`config.mk`:
```
export PLATFORM = sky130hd
export DESIGN_NAME = pipe_stage_skid_flat
export DESIGN_NICKNAME = d
export VERILOG_FILES = /design/src/rtl/pipe_stage_skid_if.sv /design/src/rtl/pipe_stage_skid.sv /design/src/flat_wrapper.sv
export SDC_FILE = /design/constraint.sdc
export NUM_CORES = 1
export LEC_CHECK = 0
export CELL_PAD_IN_SITES_DETAIL_PLACEMENT = 0
export CELL_PAD_IN_SITES_GLOBAL_PLACEMENT = 1
export CORE_AREA = 2 2 220 136
export CTS_BUF_LIST = sky130_fd_sc_hd__clkbuf_8
export DETAILED_ROUTE_END_ITERATION = 7
export DIE_AREA = 0 0 222 138
export PLACE_DENSITY = 0.8
export SETUP_SLACK_MARGIN = 0.02
export SLEW_MARGIN = 0
export SYNTH_ARGS = -nofsm -noshare
export SYNTH_HDL_FRONTEND = slang
export SYNTH_SLANG_ARGS = --single-unit
```
`constraint.sdc`:
```
create_clock -name clk -period 12.24 [get_ports clk]
set_clock_uncertainty 0.2 [all_clocks]
set_input_delay 2.448 -clock clk [delete_from_list [all_inputs] [get_ports clk]]
set_output_delay 2.448 -clock clk [all_outputs]
set_load 0.005 [all_outputs]
```
`src/rtl/pipe_stage_skid_if.sv`:
```
// Valid/ready handshake bundle carrying a decoded instruction
// (opaque payload plus control) between pipeline stages.
interface pipe_stage_skid_if #(
  parameter int PAYLOAD_W = 100,
  parameter int CTRL_W    = 11
);
  logic                 valid;
  logic                 ready;
  logic [PAYLOAD_W-1:0] data;
  logic [CTRL_W-1:0]    ctrl;

  modport master (
    output valid,
    output data,
    output ctrl,
    input  ready
  );

  modport slave (
    input  valid,
    input  data,
    input  ctrl,
    output ready
  );
endinterface

```
`src/rtl/pipe_stage_skid.sv`:
```
// Decode-to-execute stage register with a two-entry skid buffer,
// synchronous flush and saturating stall/bubble statistics.
module pipe_stage_skid #(
  parameter int PAYLOAD_W = 100,
  parameter int CTRL_W    = 11,
  parameter int CNT_W     = 16
) (
  input  logic                 clk,
  input  logic                 reset,
  pipe_stage_skid_if.slave     in_if,
  pipe_stage_skid_if.master    out_if,
  input  logic                 flush,
  input  logic                 clr_stats,
  output logic [CNT_W-1:0]     stall_cnt,
  output logic [CNT_W-1:0]     bubble_cnt
);

  typedef enum logic [1:0] {
    EMPTY = 2'd0,
    ONE   = 2'd1,
    FULL  = 2'd2
  } state_t;

  state_t               state;
  logic [PAYLOAD_W-1:0] main_data;
  logic [CTRL_W-1:0]    main_ctrl;
  logic [PAYLOAD_W-1:0] skid_data;
  logic [CTRL_W-1:0]    skid_ctrl;

  logic in_ready;
  logic out_valid;
  logic accept;
  logic take;
  logic stall;
  logic bubble;

  // Handshake flags depend on registered state only.
  assign in_ready  = (state != FULL);
  assign out_valid = (state != EMPTY);

  assign accept = in_if.valid & in_ready;
  assign take   = out_valid & out_if.ready;
  assign stall  = out_valid & ~out_if.ready;
  assign bubble = ~out_valid & out_if.ready;

  assign in_if.ready  = in_ready;
  assign out_if.valid = out_valid;
  assign out_if.data  = main_data;
  assign out_if.ctrl  = out_valid ? main_ctrl : '0;

  always_ff @(posedge clk or posedge reset) begin
    if (reset) begin
      state     <= EMPTY;
      main_data <= '0;
      main_ctrl <= '0;
      skid_data <= '0;
      skid_ctrl <= '0;
    end else if (flush) begin
      state <= EMPTY;
    end else begin
      unique case (state)
        EMPTY: begin
          if (accept) begin
            main_data <= in_if.data;
            main_ctrl <= in_if.ctrl;
            state     <= ONE;
          end
        end
        ONE: begin
          if (accept && take) begin
            main_data <= in_if.data;
            main_ctrl <= in_if.ctrl;
          end else if (accept) begin
            skid_data <= in_if.data;
            skid_ctrl <= in_if.ctrl;
            state     <= FULL;
          end else if (take) begin
            state <= EMPTY;
          end
        end
        FULL: begin
          if (take) begin
            main_data <= skid_data;
            main_ctrl <= skid_ctrl;
            state     <= ONE;
          end
        end
        default: state <= EMPTY;
      endcase
    end
  end

  always_ff @(posedge clk or posedge reset) begin
    if (reset) begin
      stall_cnt  <= '0;
      bubble_cnt <= '0;
    end else if (clr_stats) begin
      stall_cnt  <= '0;
      bubble_cnt <= '0;
    end else begin
      if (stall && stall_cnt != '1)
        stall_cnt <= stall_cnt + 1'b1;
      if (bubble && bubble_cnt != '1)
        bubble_cnt <= bubble_cnt + 1'b1;
    end
  end

endmodule
```
`src/flat_wrapper.sv`:
```
// flat-port wrapper written by rule: the top's interface ports become plain ports
module pipe_stage_skid_flat 
#(
  parameter int PAYLOAD_W = 100,
  parameter int CTRL_W    = 11,
  parameter int CNT_W     = 16
)
  (clk, reset, flush, clr_stats, stall_cnt, bubble_cnt, in_if_valid, in_if_data, in_if_ctrl, in_if_ready, out_if_valid, out_if_data, out_if_ctrl, out_if_ready);
  pipe_stage_skid_if #(.PAYLOAD_W(PAYLOAD_W), .CTRL_W(CTRL_W)) in_if_i ();
  pipe_stage_skid_if #(.PAYLOAD_W(PAYLOAD_W), .CTRL_W(CTRL_W)) out_if_i ();
  input  logic clk;
  input  logic reset;
  input  logic flush;
  input  logic clr_stats;
  output logic [CNT_W-1:0] stall_cnt;
  output logic [CNT_W-1:0] bubble_cnt;
  input wire logic [$bits(in_if_i.valid)-1:0] in_if_valid;
  input wire logic [$bits(in_if_i.data)-1:0] in_if_data;
  input wire logic [$bits(in_if_i.ctrl)-1:0] in_if_ctrl;
  output wire logic [$bits(in_if_i.ready)-1:0] in_if_ready;
  output wire logic [$bits(out_if_i.valid)-1:0] out_if_valid;
  output wire logic [$bits(out_if_i.data)-1:0] out_if_data;
  output wire logic [$bits(out_if_i.ctrl)-1:0] out_if_ctrl;
  input wire logic [$bits(out_if_i.ready)-1:0] out_if_ready;
  assign in_if_i.valid = in_if_valid;
  assign in_if_i.data = in_if_data;
  assign in_if_i.ctrl = in_if_ctrl;
  assign in_if_ready = in_if_i.ready;
  assign out_if_valid = out_if_i.valid;
  assign out_if_data = out_if_i.data;
  assign out_if_ctrl = out_if_i.ctrl;
  assign out_if_i.ready = out_if_ready;
  pipe_stage_skid #(.PAYLOAD_W(PAYLOAD_W), .CTRL_W(CTRL_W), .CNT_W(CNT_W)) u_core (.clk(clk), .reset(reset), .in_if(in_if_i), .out_if(out_if_i), .flush(flush), .clr_stats(clr_stats), .stall_cnt(stall_cnt), .bubble_cnt(bubble_cnt));
endmodule
```
After elaboration in Yosys (flattened, before gate mapping). Cells that the tools add are included.

Bits in registers: 256. Bits of input ports: 117. Output and inout bits: 145. Logic and storage cells: 60.

$add $sub $neg: 2. Equal/unequal tests: 12. Multiplexer cells: 20. Bitwise gates (word level): 8. Reductions and logical operators: 11.

Operators by type and width (count): $mux W100 (3); $pmux W100 S3 (1); $mux W16 (4); $mux W11 (4); $pmux W11 S3 (1); $add A16 B1 Y16 const B (2); $ne A16 B16 Y1 const B (2); $mux W2 (6); $reduce_and A4 Y1 (2); $ne A2 B1 Y1 const B (3); $ne A3 B2 Y1 const B (2); $pmux W2 S3 (1); $reduce_bool A2 Y1 (3); $reduce_and A5 Y1 (1); $and A1 B1 Y1 (4); $ne A4 B2 Y1 const B (1); $not A1 Y1 (4); $logic_and A1 B1 Y1 (3); $ne A3 B3 Y1 const B (1); $reduce_bool A3 Y1 (1); $eq A2 B1 Y1 const B (1); $eq A2 B2 Y1 const B (1); $logic_not A2 Y1 (1); $ne A2 B2 Y1 const B (1).

Depth between registers and ports, before layout. Gate-level depths: netlist of run 1.

Word-level depth: 7. Gate-level depth with buffers: 8. Mapped depth without buffers: 5.

Least setup slack after synthesis of run 1. Ideal clock, no wire load.

Path type: input -> register. Start: in out_if_ready. End: reg u_core.stall_cnt[13]. Data arrival time: 3912 ps. Data required time: 11962 ps. Path slack: 8050 ps. Stages: 5. Path buffers: 1. Cells stage by stage: buf_2 -> o21bai_1 -> or4_4 -> or4_1 -> a21oi_1.

Word-level cells in the longest chain between the ends: 4.

RTL lines: start, declared (RTL line flat_wrapper.sv:24) `input wire logic [$bits(out_if_i.ready)-1:0] out_if_ready;`; $not A1 Y1 (RTL line pipe_stage_skid.sv:43) `assign stall = out_valid & ~out_if.ready;`; $and A1 B1 Y1 (RTL line pipe_stage_skid.sv:43); $logic_and A1 B1 Y1 (RTL line pipe_stage_skid.sv:101) `if (stall && stall_cnt != '1)`; $reduce_bool A2 Y1 (no line); end signal, assigned (RTL line pipe_stage_skid.sv:102) `stall_cnt <= stall_cnt + 1'b1;`; end, declared (RTL line pipe_stage_skid.sv:14) `output logic [CNT_W-1:0] stall_cnt,`.

No other way between the ends. A chain may end at the register's enable or synchronous reset.

Worst setup path after layout of run 1.
Start: reg u_core.state[1]. End: out in_if_ready.

Word-level cells in the longest chain between the ends: 1.

RTL lines: start, declared (RTL line pipe_stage_skid.sv:24) `state_t state;`; start signal, assigned (RTL line pipe_stage_skid.sv:53) `state <= EMPTY;`; start signal, assigned (RTL line pipe_stage_skid.sv:59) `state <= EMPTY;`; start signal, assigned (RTL line pipe_stage_skid.sv:66) `state <= ONE;`; $ne A2 B2 Y1 (RTL line pipe_stage_skid.sv:38) `assign in_ready = (state != FULL);`; end, declared (RTL line flat_wrapper.sv:20) `output wire logic [$bits(in_if_i.ready)-1:0] in_if_ready;`.

No other way between the ends.

==> out/metrics.yaml, run 1 <==
routing:
  met1_length_um: 14800
  drc: 0
  wl_met2_um: 12800
  top_layer_used: "met5"
  postRouteAntennaNets: 0
  vias_per_cell: 4.98
  wirelength_um: 29700
  wl_met3_um: 1710
  first_pass_iters: 4
  drt_iter0_drc: 475
  vias: 8603
  wire_per_inst_um: 17.2
sta:
  slew_viol_final: 0
  fmax_mhz: 181
  tns_ns: 0
  setup_slack_ns: 6.72
  rsz0062_at_grt: "no"
  hold_viol: 0
  hold_ws_ns: 0.297
  report.final.setup_viol: 0
  fin_crit_ns: 5.52
  tightest_slew_ns: 1.10
  fin_crit_sh: 0.451
  slew_headroom: 0.269
pwr:
  power.switching_mw: 0.600
  pwr-share-seq: 0.475
  internal_power_mw: 1.76
  combPwrFrac: 0.198
  p_leak_nw: 6.91
  p_per_area_nw_per_um2: 153
  switching_share: 0.254
  clkPwrFrac: 0.327
  ir_drop_uv: 113
floorplan:
  fp.dieW_um: 222
  die_h_um: 138
  die_area_um2: 30600
  core_um2: 29000
  initial_utilization: 0.398
  std_cell_rows: 49
  ios: 262
synth:
  syn_area_um2: 11600
  syn-num-nets: 1175
  synthFlopType: "dfrtp_1"
  async_reset_ff_frac: 1.00
  seq_area_frac_synth: 0.554
  ys_ff_latch: 256
  synth_cell_type_count: 42
  synth_edf_count: 0
  ys_warn_count: 0
  synthesis.instances: 1056
  syn_avg_cell_area_um2: 10.9
clock_tree:
  ctsResizeCount: 0
  cts-hold-fix-buffers: 0
  clk_path_buf_depth: 3
  cts_tree: "done"
  cts_buffers: 42
  post-cts-setup-buffers: 0
  clockRootBuffer: "clkbuf_8"
  clock-sinks: 256
  htreeDepth: 2
  clk-insertion-delay-late_ns: 0.55
  clkTransAtPathRegs_ns: 0.06
cells_and_area:
  area_delta_synth_final_pct: 33.3
  drive_gt1_frac: 0.233
  final_cell_area_um2: 15400
  layout_common_cells: "nand2_1 (349), clkdlybuf4s50_1 (261), dfrtp_1 (256)"
  nets: 1431
  final_common_cell: "nand2_1"
min_path:
  hold_start: "u_core.main_ctrl[10]$_DFFE_PP0P_"
  hold_path.class: "reg2reg"
grt:
  grt_first_pass_wirelength_um: 48400
  antenna_found_initial: 2
  first_global_vias: 8812
  overflow: 0
  track_usage: 0.197
  grt_max_degree: 121
critical_path:
  crit_path_start_kind: "flip-flop"
  path_class: "reg2out"
  cp.required_ns: 9.59
  cpMaxStageDelayCell: "nor2b_4"
  end_kind: "output pin"
  cp_cell_sequence: "nor2b_4, inv_4, clkdlybuf4s50_1"
  slowest_delay_ns: 0.87
  cp.arrival_ns: 2.87
  worstPathMaxFanout: 38
  cp-startpoint: "u_core.state[1]$_DFFE_PP0P_"
  rr_startpoint: "u_core.state[1]$_DFFE_PP0P_"
place:
  io_buffers: 261
  dp_hpwl_um: 18800
  pre_cts_ws_ns: 6.53
  gp_congestion: 0.755
  dpl_cell_area_um2: 14500
run:
  maxCapViolations: 0
outcome:
  outcome: "finished clean"
==> registers in the layout, summed over array words and instances (netlist names) <==
register	flops
u_core.bubble_cnt	16
u_core.main_ctrl	11
u_core.out_if.data	100
u_core.skid_ctrl	11
u_core.skid_data	100
u_core.stall_cnt	16
u_core.state	2
==> per-layer routing <==
layer	vias to the layer above	global-route usage
li1	4088	-
met1	4283	0.285
met2	194	0.294
met3	36	0.0504
met4	2	0.0505
met5	-	0
==> logic make-up after synthesis <==
group / share of synthesized area
fa+ha+maj: 0.00217
compound gates: 0.0299
buf+inv: 0.0232
mux: 0.223
simple gates: 0.168
flops: 0.554
==> layout make-up <==
class                   count  area [µm²]
fillers                  2616       13600
clock inverters            18        78.8
diodes                      1        2.50
clock buffers              59         812
multi-input cells         735        4910
inverters                   7        36.3
repair buffers            270        2680
well taps                 382         478
flip-flops and latches    256        6410
==> final timing paths <==
kind,end,slack [ns],cells after the start
max,in_if_ready,6.72,3
min,u_core.main_ctrl[10]$_DFFE_PP0P_,0.30,1
max reg2reg,u_core.out_if.data[31]$_DFFE_PP0P_,9.00,6
min reg2reg,u_core.main_ctrl[10]$_DFFE_PP0P_,0.30,1
max in group asynchronous,u_core.stall_cnt[9]$_DFFE_PP0P_,7.39,4
min in group asynchronous,u_core.out_if.data[58]$_DFFE_PP0P_,2.23,2
==> through the flow <==
stage	power [mW]	instances	utilization
after floorplan	1.35	1056	-
after global placement	1.59	1650	0.500
after detailed placement	1.61	1650	0.500
after CTS	2.40	1727	0.531
after global routing	2.49	1728	0.531
final	2.36	1728	0.531
==> synth_stat cells (2+ instances only) <==
master      n  share of area
mux2_2    226           0.22
ha_1        2         0.0022
nor3_1      7         0.0030
o21ai_0     9         0.0039
nand2_1   349           0.11
inv_1       7         0.0023
o21bai_1    3         0.0019
and3_1      3         0.0016
or3b_2      3         0.0023
mux2i_1     3         0.0026
clkbuf_1   34          0.011
or4_1      10         0.0065
dfrtp_1   256           0.55
nor2_1     16         0.0052
and4_1      4         0.0030
o41ai_1     3         0.0023
buf_2      19         0.0082
nand3_1     9         0.0039
buf_1       5         0.0016
o31ai_1     9         0.0058
a21oi_1    24          0.010
nand4_1     9         0.0049
nand2b_1    2         0.0011
nor2b_1    17         0.0092
or3_1      10         0.0054
==> critical path: cells and delay by family, from the launching register on <==
kind | cells | cell delay, ns
buffers and inverters | 2 | 0.96
DFF | 1 | 0.48
and+or+nand+nor | 1 | 0.87
==> power by group through the flow <==
stage                     clock (mW)  sequential, mW  combinational, mW
after CTS                      0.800            1.12              0.476
after global routing           0.840            1.14              0.507
after floorplan                    0            1.12              0.228
final                          0.773            1.12              0.468
after global placement             0            1.13              0.462
after detailed placement           0            1.13              0.473
Power figures use the tool's default switching activity.
==> run 2: changes to the inputs <==
==> constraint.sdc (replaced) <==
create_clock -name clk -period 5.3 [get_ports clk]
set_clock_uncertainty 0.2 [all_clocks]
set_input_delay 1.06 -clock clk [delete_from_list [all_inputs] [get_ports clk]]
set_output_delay 1.06 -clock clk [all_outputs]
set_load 0.005 [all_outputs]
==> run 2 against run 1 <==
Compared with the run above:
- critical path depth is the same
- clock-buffer cell count shrank 6
- combinational power grew 130%
- critical endpoint unchanged
==> out/metrics.yaml, run 2 (synthesis results as in run 1) <==
clock_tree:
  clk-insertion-delay-late_ns: 0.55  # about the same
  ctsResizeCount: 0  # unchanged
  cts-hold-fix-buffers: 0  # unchanged
  clock-sinks: 256  # unchanged
  cts_tree: "done"
  cts_buffers: 41  # -2.4%
  clkTransAtPathRegs_ns: 0.06  # about the same
  clk_path_buf_depth: 3  # unchanged
  clockRootBuffer: "clkbuf_8"
  post-cts-setup-buffers: 0  # unchanged
  htreeDepth: 2  # unchanged
floorplan:
  die_area_um2: 30600  # unchanged
  ios: 262  # unchanged
  std_cell_rows: 49  # unchanged
  die_h_um: 138  # unchanged
  initial_utilization: 0.398  # unchanged
  fp.dieW_um: 222  # unchanged
  core_um2: 29000  # unchanged
critical_path:
  cpMaxStageDelayCell: "clkdlybuf4s50_1"
  path_class: "reg2out"
  path_depth: 3  # unchanged
  cp.arrival_ns: 2.32  # -0.55 ns
  rr_worst_depth: 4  # -2
  rrSetupSlack_ns: 2.62  # -6.38 ns
  critPathTopFamily: "buffers and inverters"
  crit_path_start_kind: "flip-flop"
  end_kind: "output pin"
  cp.required_ns: 4.04  # -5.55 ns
  slowest_delay_ns: 0.63  # -0.24 ns
  worst-path-buf-inv: 2  # unchanged
  worstPathMaxFanout: 55  # +45%
  cp_cell_sequence: "nor2b_4, inv_4, clkdlybuf4s50_1"
grt:
  met3_usage: 0.0582  # +0.00786
  use_met2: 0.277  # -0.0172
  use_met1: 0.286  # +0.000318
  grt_first_pass_wirelength_um: 47700  # -1.5%
  grt_max_degree: 161  # +33%
  antenna_found_initial: 3  # +1
  overflow: 0  # unchanged
  first_global_vias: 8699  # -1.3%
  grt.busiest_layer: "met1"
  track_usage: 0.193  # -0.00371
cells_and_area:
  drive_gt1_frac: 0.232  # -0.000797
  regArea_um2: 6410  # unchanged
  final_common_cell: "nand2_1"
  antenna_cells: 0  # -1
  layout_common_cells: "nand2_1 (349), clkdlybuf4s50_1 (261), dfrtp_1 (256)"
  multiInputGateArea_um2: 4910  # unchanged
  fillCellCount: 2556  # -2.3%
  nets: 1432  # +0.070%
  area_delta_synth_final_pct: 33.3  # about the same
pwr:
  switching_share: 0.257  # +0.00315
  internal_power_mw: 3.99  # +130%
  combPwrFrac: 0.202  # +0.004
  p_per_area_nw_per_um2: 348  # +130%
  power.switching_mw: 1.38  # +130%
  clkPwrFrac: 0.316  # -0.011
  total_power_mw: 5.36  # +130%
  p_leak_nw: 6.89  # -0.23%
  pwr-share-seq: 0.482  # +0.007
  ir_drop_uv: 207  # +83%
routing:
  first_pass_iters: 5  # +1
  drc: 0  # unchanged
  vias: 8601  # -0.023%
  vias_per_cell: 4.99  # +0.27%
  drt_iter0_drc: 499  # +5.1%
  postRouteAntennaNets: 0  # unchanged
  wire_per_inst_um: 17.1  # -0.93%
  wirelength_um: 29400  # -1.2%
place:
  io_buffers: 261  # unchanged
  dp_hpwl_um: 18700  # -0.72%
  gp_congestion: 0.736  # -2.4%
sta:
  report.final.setup_viol: 0  # unchanged
  slew_viol_final: 0  # unchanged
  hold_ws_ns: 0.296  # -0.00129 ns
  rsz0062_at_grt: "no"
  slew_headroom: 0.333  # +0.0647
  fmax_mhz: 279
  tightest_slew_ns: 0.998  # -0.0991 ns
  hold_viol: 0  # unchanged
  tns_ns: 0  # unchanged
  fin_crit_sh: 0.676
  fin_crit_ns: 3.58
min_path:
  hold_path.class: "reg2reg"
  worstHoldPathCells: 1  # unchanged
outcome:
  outcome: "finished clean"
run:
  maxCapViolations: 0  # unchanged
run 2: cell types whose count changed in the layout (fill, tap and decap cells not counted):
cell        delta
clkbuf_8       -6
buf_12         +5
buf_4          -3
clkinv_2       +2
inv_1          -2
clkinvlp_4     +1
diode_2        -1
inv_8          -1
run 2: per-layer routing:
metal | up-vias | part of all wire | routed length, µm
li1 | 4095 | - | -
met1 | 4266 | 0.50 | 14600
met2 | 201 | 0.42 | 12400
met3 | 37 | 0.067 | 1950
met4 | 2 | 0.015 | 434
met5 | - | 0.00037 | 11
run 2: stage by stage:
step,instances,cell area [µm²],setup WS (ns),util
after floorplan,1056,11600,0.668,-
after global placement,1652,14600,1.49,0.503
after detailed placement,1652,14600,1.49,0.503
after CTS,1723,15400,1.64,0.531
after global routing,1723,15400,1.54,0.531
final,1723,15400,1.72,0.531
run 2: worst register-to-register path: stages (launching register included):
cell and delay, ns:
dfrtp_1 0.47, nor2b_1 0.30, nand3_4 0.72, buf_4 0.59, mux2_2 0.30
run 2: power groups by stage:
| stage | Sequential (mW) | Combinational (mW) | Clock [mW] |
|---|---|---|---|
| after CTS | 2.58 | 1.10 | 1.76 |
| after detailed placement | 2.61 | 1.10 | 0 |
| after global routing | 2.64 | 1.18 | 1.85 |
| after floorplan | 2.58 | 0.528 | 0 |
| final | 2.58 | 1.09 | 1.69 |
| after global placement | 2.60 | 1.07 | 0 |
run 2: worst paths after layout:
path / endpoint / startpoint
max in group asynchronous: u_core.out_if.data[11]$_DFFE_PP0P_ / reset
setup reg to reg: u_core.skid_data[7]$_DFFE_PP0P_ / u_core.state[1]$_DFFE_PP0P_
hold reg to reg: u_core.main_ctrl[0]$_DFFE_PP0P_ / u_core.main_ctrl[0]$_DFFE_PP0P_
setup / recovery: in_if_ready / u_core.state[0]$_DFFE_PP0P_
hold / removal: u_core.main_ctrl[0]$_DFFE_PP0P_ / u_core.main_ctrl[0]$_DFFE_PP0P_
min in group asynchronous: u_core.skid_data[35]$_DFFE_PP0P_ / reset
run 2: final cells by class:
type                            instances  share of cell area
Clock buffer                           53              0.0474
Clock inverter                         18             0.00528
Inverter                                7             0.00211
Multi-Input combinational cell        735               0.319
Sequential cell                       256               0.416
Tap cell                              382              0.0310
Timing Repair Buffer                  272               0.179
==> run 3: changes to the inputs <==
==> constraint.sdc (replaced) <==
create_clock -name clk -period 3.3 [get_ports clk]
set_clock_uncertainty 0.2 [all_clocks]
set_input_delay 0.66 -clock clk [delete_from_list [all_inputs] [get_ports clk]]
set_output_delay 0.66 -clock clk [all_outputs]
set_load 0.005 [all_outputs]
==> run 3 against run 2 <==
Compared with the run above:
- routed wire length rose by 1.7%
- cell count rose by 1.3%
- sequential share of layout area fell by 0.86 points
- worst hold slack got worse by 0.0013 ns
- non-clock buffer count rose by 15
- critical endpoint is now out_if_ctrl[6]
- via count rose by 0.70%
==> out/metrics.yaml, run 3 (synthesis results as in run 1) <==
outcome:
  outcome: "finished clean"
critical_path:
  crit_path_start_kind: "flip-flop"
  cp.required_ns: 2.44  # -1.60 ns
  cp.arrival_ns: 2.31  # about the same
  cpMaxStageDelayCell: "dfrtp_1"
  slowest_delay_ns: 0.62  # about the same
  cp_cell_sequence: "nor2_1, buf_4, nor2b_1, clkdlybuf4s50_1"
  worstPathMaxFanout: 11  # -80%
  path_class: "reg2out"
  end_kind: "output pin"
sta:
  fmax_mhz: 315
  report.final.setup_viol: 0  # unchanged
  slew_headroom: 0.418  # +0.0847
  fin_crit_ns: 3.17
  hold_ws_ns: 0.294  # -0.00126 ns
  fin_crit_sh: 0.962
  slew_viol_final: 0  # unchanged
  setup_slack_ns: 0.126  # -1.59 ns
  hold_viol: 0  # unchanged
  tightest_slew_ns: 0.873  # -0.125 ns
  rsz0062_at_grt: "no"
floorplan:
  ios: 262  # unchanged
  initial_utilization: 0.398  # unchanged
  core_um2: 29000  # unchanged
  fp.dieW_um: 222  # unchanged
  std_cell_rows: 49  # unchanged
  die_h_um: 138  # unchanged
  die_area_um2: 30600  # unchanged
routing:
  drt_iter0_drc: 549  # +10%
  vias_per_cell: 4.96  # -0.63%
  postRouteAntennaNets: 0  # unchanged
  first_pass_iters: 5  # unchanged
  wirelength_um: 29900  # +1.7%
  drc: 0  # unchanged
  vias: 8661  # +0.70%
  wire_per_inst_um: 17.1  # +0.40%
cells_and_area:
  area_delta_synth_final_pct: 36.1
  drive_gt1_frac: 0.244  # +0.0118
  final_common_cell: "nand2_1"
  layout_common_cells: "nand2_1 (349), clkdlybuf4s50_1 (261), dfrtp_1 (256)"
  nets: 1448  # +1.1%
clock_tree:
  cts-hold-fix-buffers: 0  # unchanged
  cts_tree: "done"
  htreeDepth: 2  # unchanged
  clk-insertion-delay-late_ns: 0.55  # about the same
  clkTransAtPathRegs_ns: 0.07  # about the same
  post-cts-setup-buffers: 0  # unchanged
  clock-sinks: 256  # unchanged
  ctsResizeCount: 1  # +1
  clockRootBuffer: "clkbuf_8"
  clk_path_buf_depth: 3  # unchanged
  cts_buffers: 42  # +2.4%
place:
  dp_hpwl_um: 19800  # +5.9%
  pre_cts_ws_ns: 0.340  # -1.15 ns
  gp_congestion: 0.789  # +7.2%
  io_buffers: 261  # unchanged
min_path:
  hold_path.class: "reg2reg"
grt:
  track_usage: 0.198  # +0.00474
  grt_max_degree: 72  # -55%
  overflow: 0  # unchanged
  grt_first_pass_wirelength_um: 48500  # +1.6%
  first_global_vias: 8654  # -0.52%
  antenna_found_initial: 6  # +3
run:
  maxCapViolations: 0  # unchanged
pwr:
  p_leak_nw: 7.06  # +2.5%
  p_per_area_nw_per_um2: 568  # +63%
  ir_drop_uv: 325  # +57%
run 3: changes by cell type in the layout (fill, tap and decap cells not counted), moves of 2 or more:
cell,before,now
diode_2,0,2
buf_12,5,12
bufinv_16,0,2
buf_4,6,14
clkbuf_8,53,57
run 3: cell type report:
class | instances | area, µm²
Antenna cell | 2 | 5.00
Clock buffer | 57 | 785
Clock inverter | 20 | 143
Fill cell | 2589 | 13300
Inverter | 7 | 35.0
Multi-Input combinational cell | 735 | 4910
Sequential cell | 256 | 6410
Tap cell | 382 | 478
Timing Repair Buffer | 287 | 2960
run 3: report_power, final:
part	internal [mW]	total [mW]	switching [mW]
Clock	1.70	3.00	1.30
Combinational	1.18	1.78	0.600
Sequential	3.81	4.14	0.336
Total	6.69	8.92	2.23
run 3: worst paths after layout:
| path | start | slack, ns | end | depth (start not counted) |
|---|---|---|---|---|
| setup / recovery | u_core.state[0]$_DFFE_PP0P_ | 0.13 | out_if_ctrl[6] | 4 |
| hold / removal | u_core.main_ctrl[6]$_DFFE_PP0P_ | 0.29 | u_core.main_ctrl[6]$_DFFE_PP0P_ | 1 |
| setup reg to reg | u_core.state[1]$_DFFE_PP0P_ | 0.60 | u_core.out_if.data[23]$_DFFE_PP0P_ | 6 |
| hold reg to reg | u_core.main_ctrl[6]$_DFFE_PP0P_ | 0.29 | u_core.main_ctrl[6]$_DFFE_PP0P_ | 1 |
| max in group asynchronous | reset | 1.81 | u_core.skid_data[77]$_DFFE_PP0P_ | 3 |
| min in group asynchronous | reset | 0.32 | u_core.out_if.data[92]$_DFFE_PP0P_ | 2 |
run 3: metrics by stage:
stage | area (µm²) | std cells | utilization | power (mW) | setup TNS [ns]
4_1_cts | 15700 | 1744 | 0.542 | 9.07 | 0
5_1_grt | 15700 | 1744 | 0.542 | 9.42 | 0
2_1_floorplan | 11600 | 1056 | - | 4.99 | -238.50
6_report | 15700 | 1746 | 0.542 | 8.92 | 0
3_5_place_dp | 14800 | 1667 | 0.510 | 6.00 | 0
3_3_place_gp | 14800 | 1667 | 0.510 | 5.93 | 0
run 3: per-layer routing:
metal | vias up | global-route usage | share of wire
li1 | 4126 | - | -
met1 | 4267 | 0.284 | 0.48
met2 | 221 | 0.290 | 0.43
met3 | 43 | 0.0623 | 0.069
met4 | 4 | 0.0487 | 0.016
met5 | - | 0 | 0.00090
run 3: critical path: cells and delay by family, from the launching register on:
family	cells	cell delay, ns
and+or+nand+nor	2	0.39
buffers and inverters	2	0.76
DFF	1	0.62
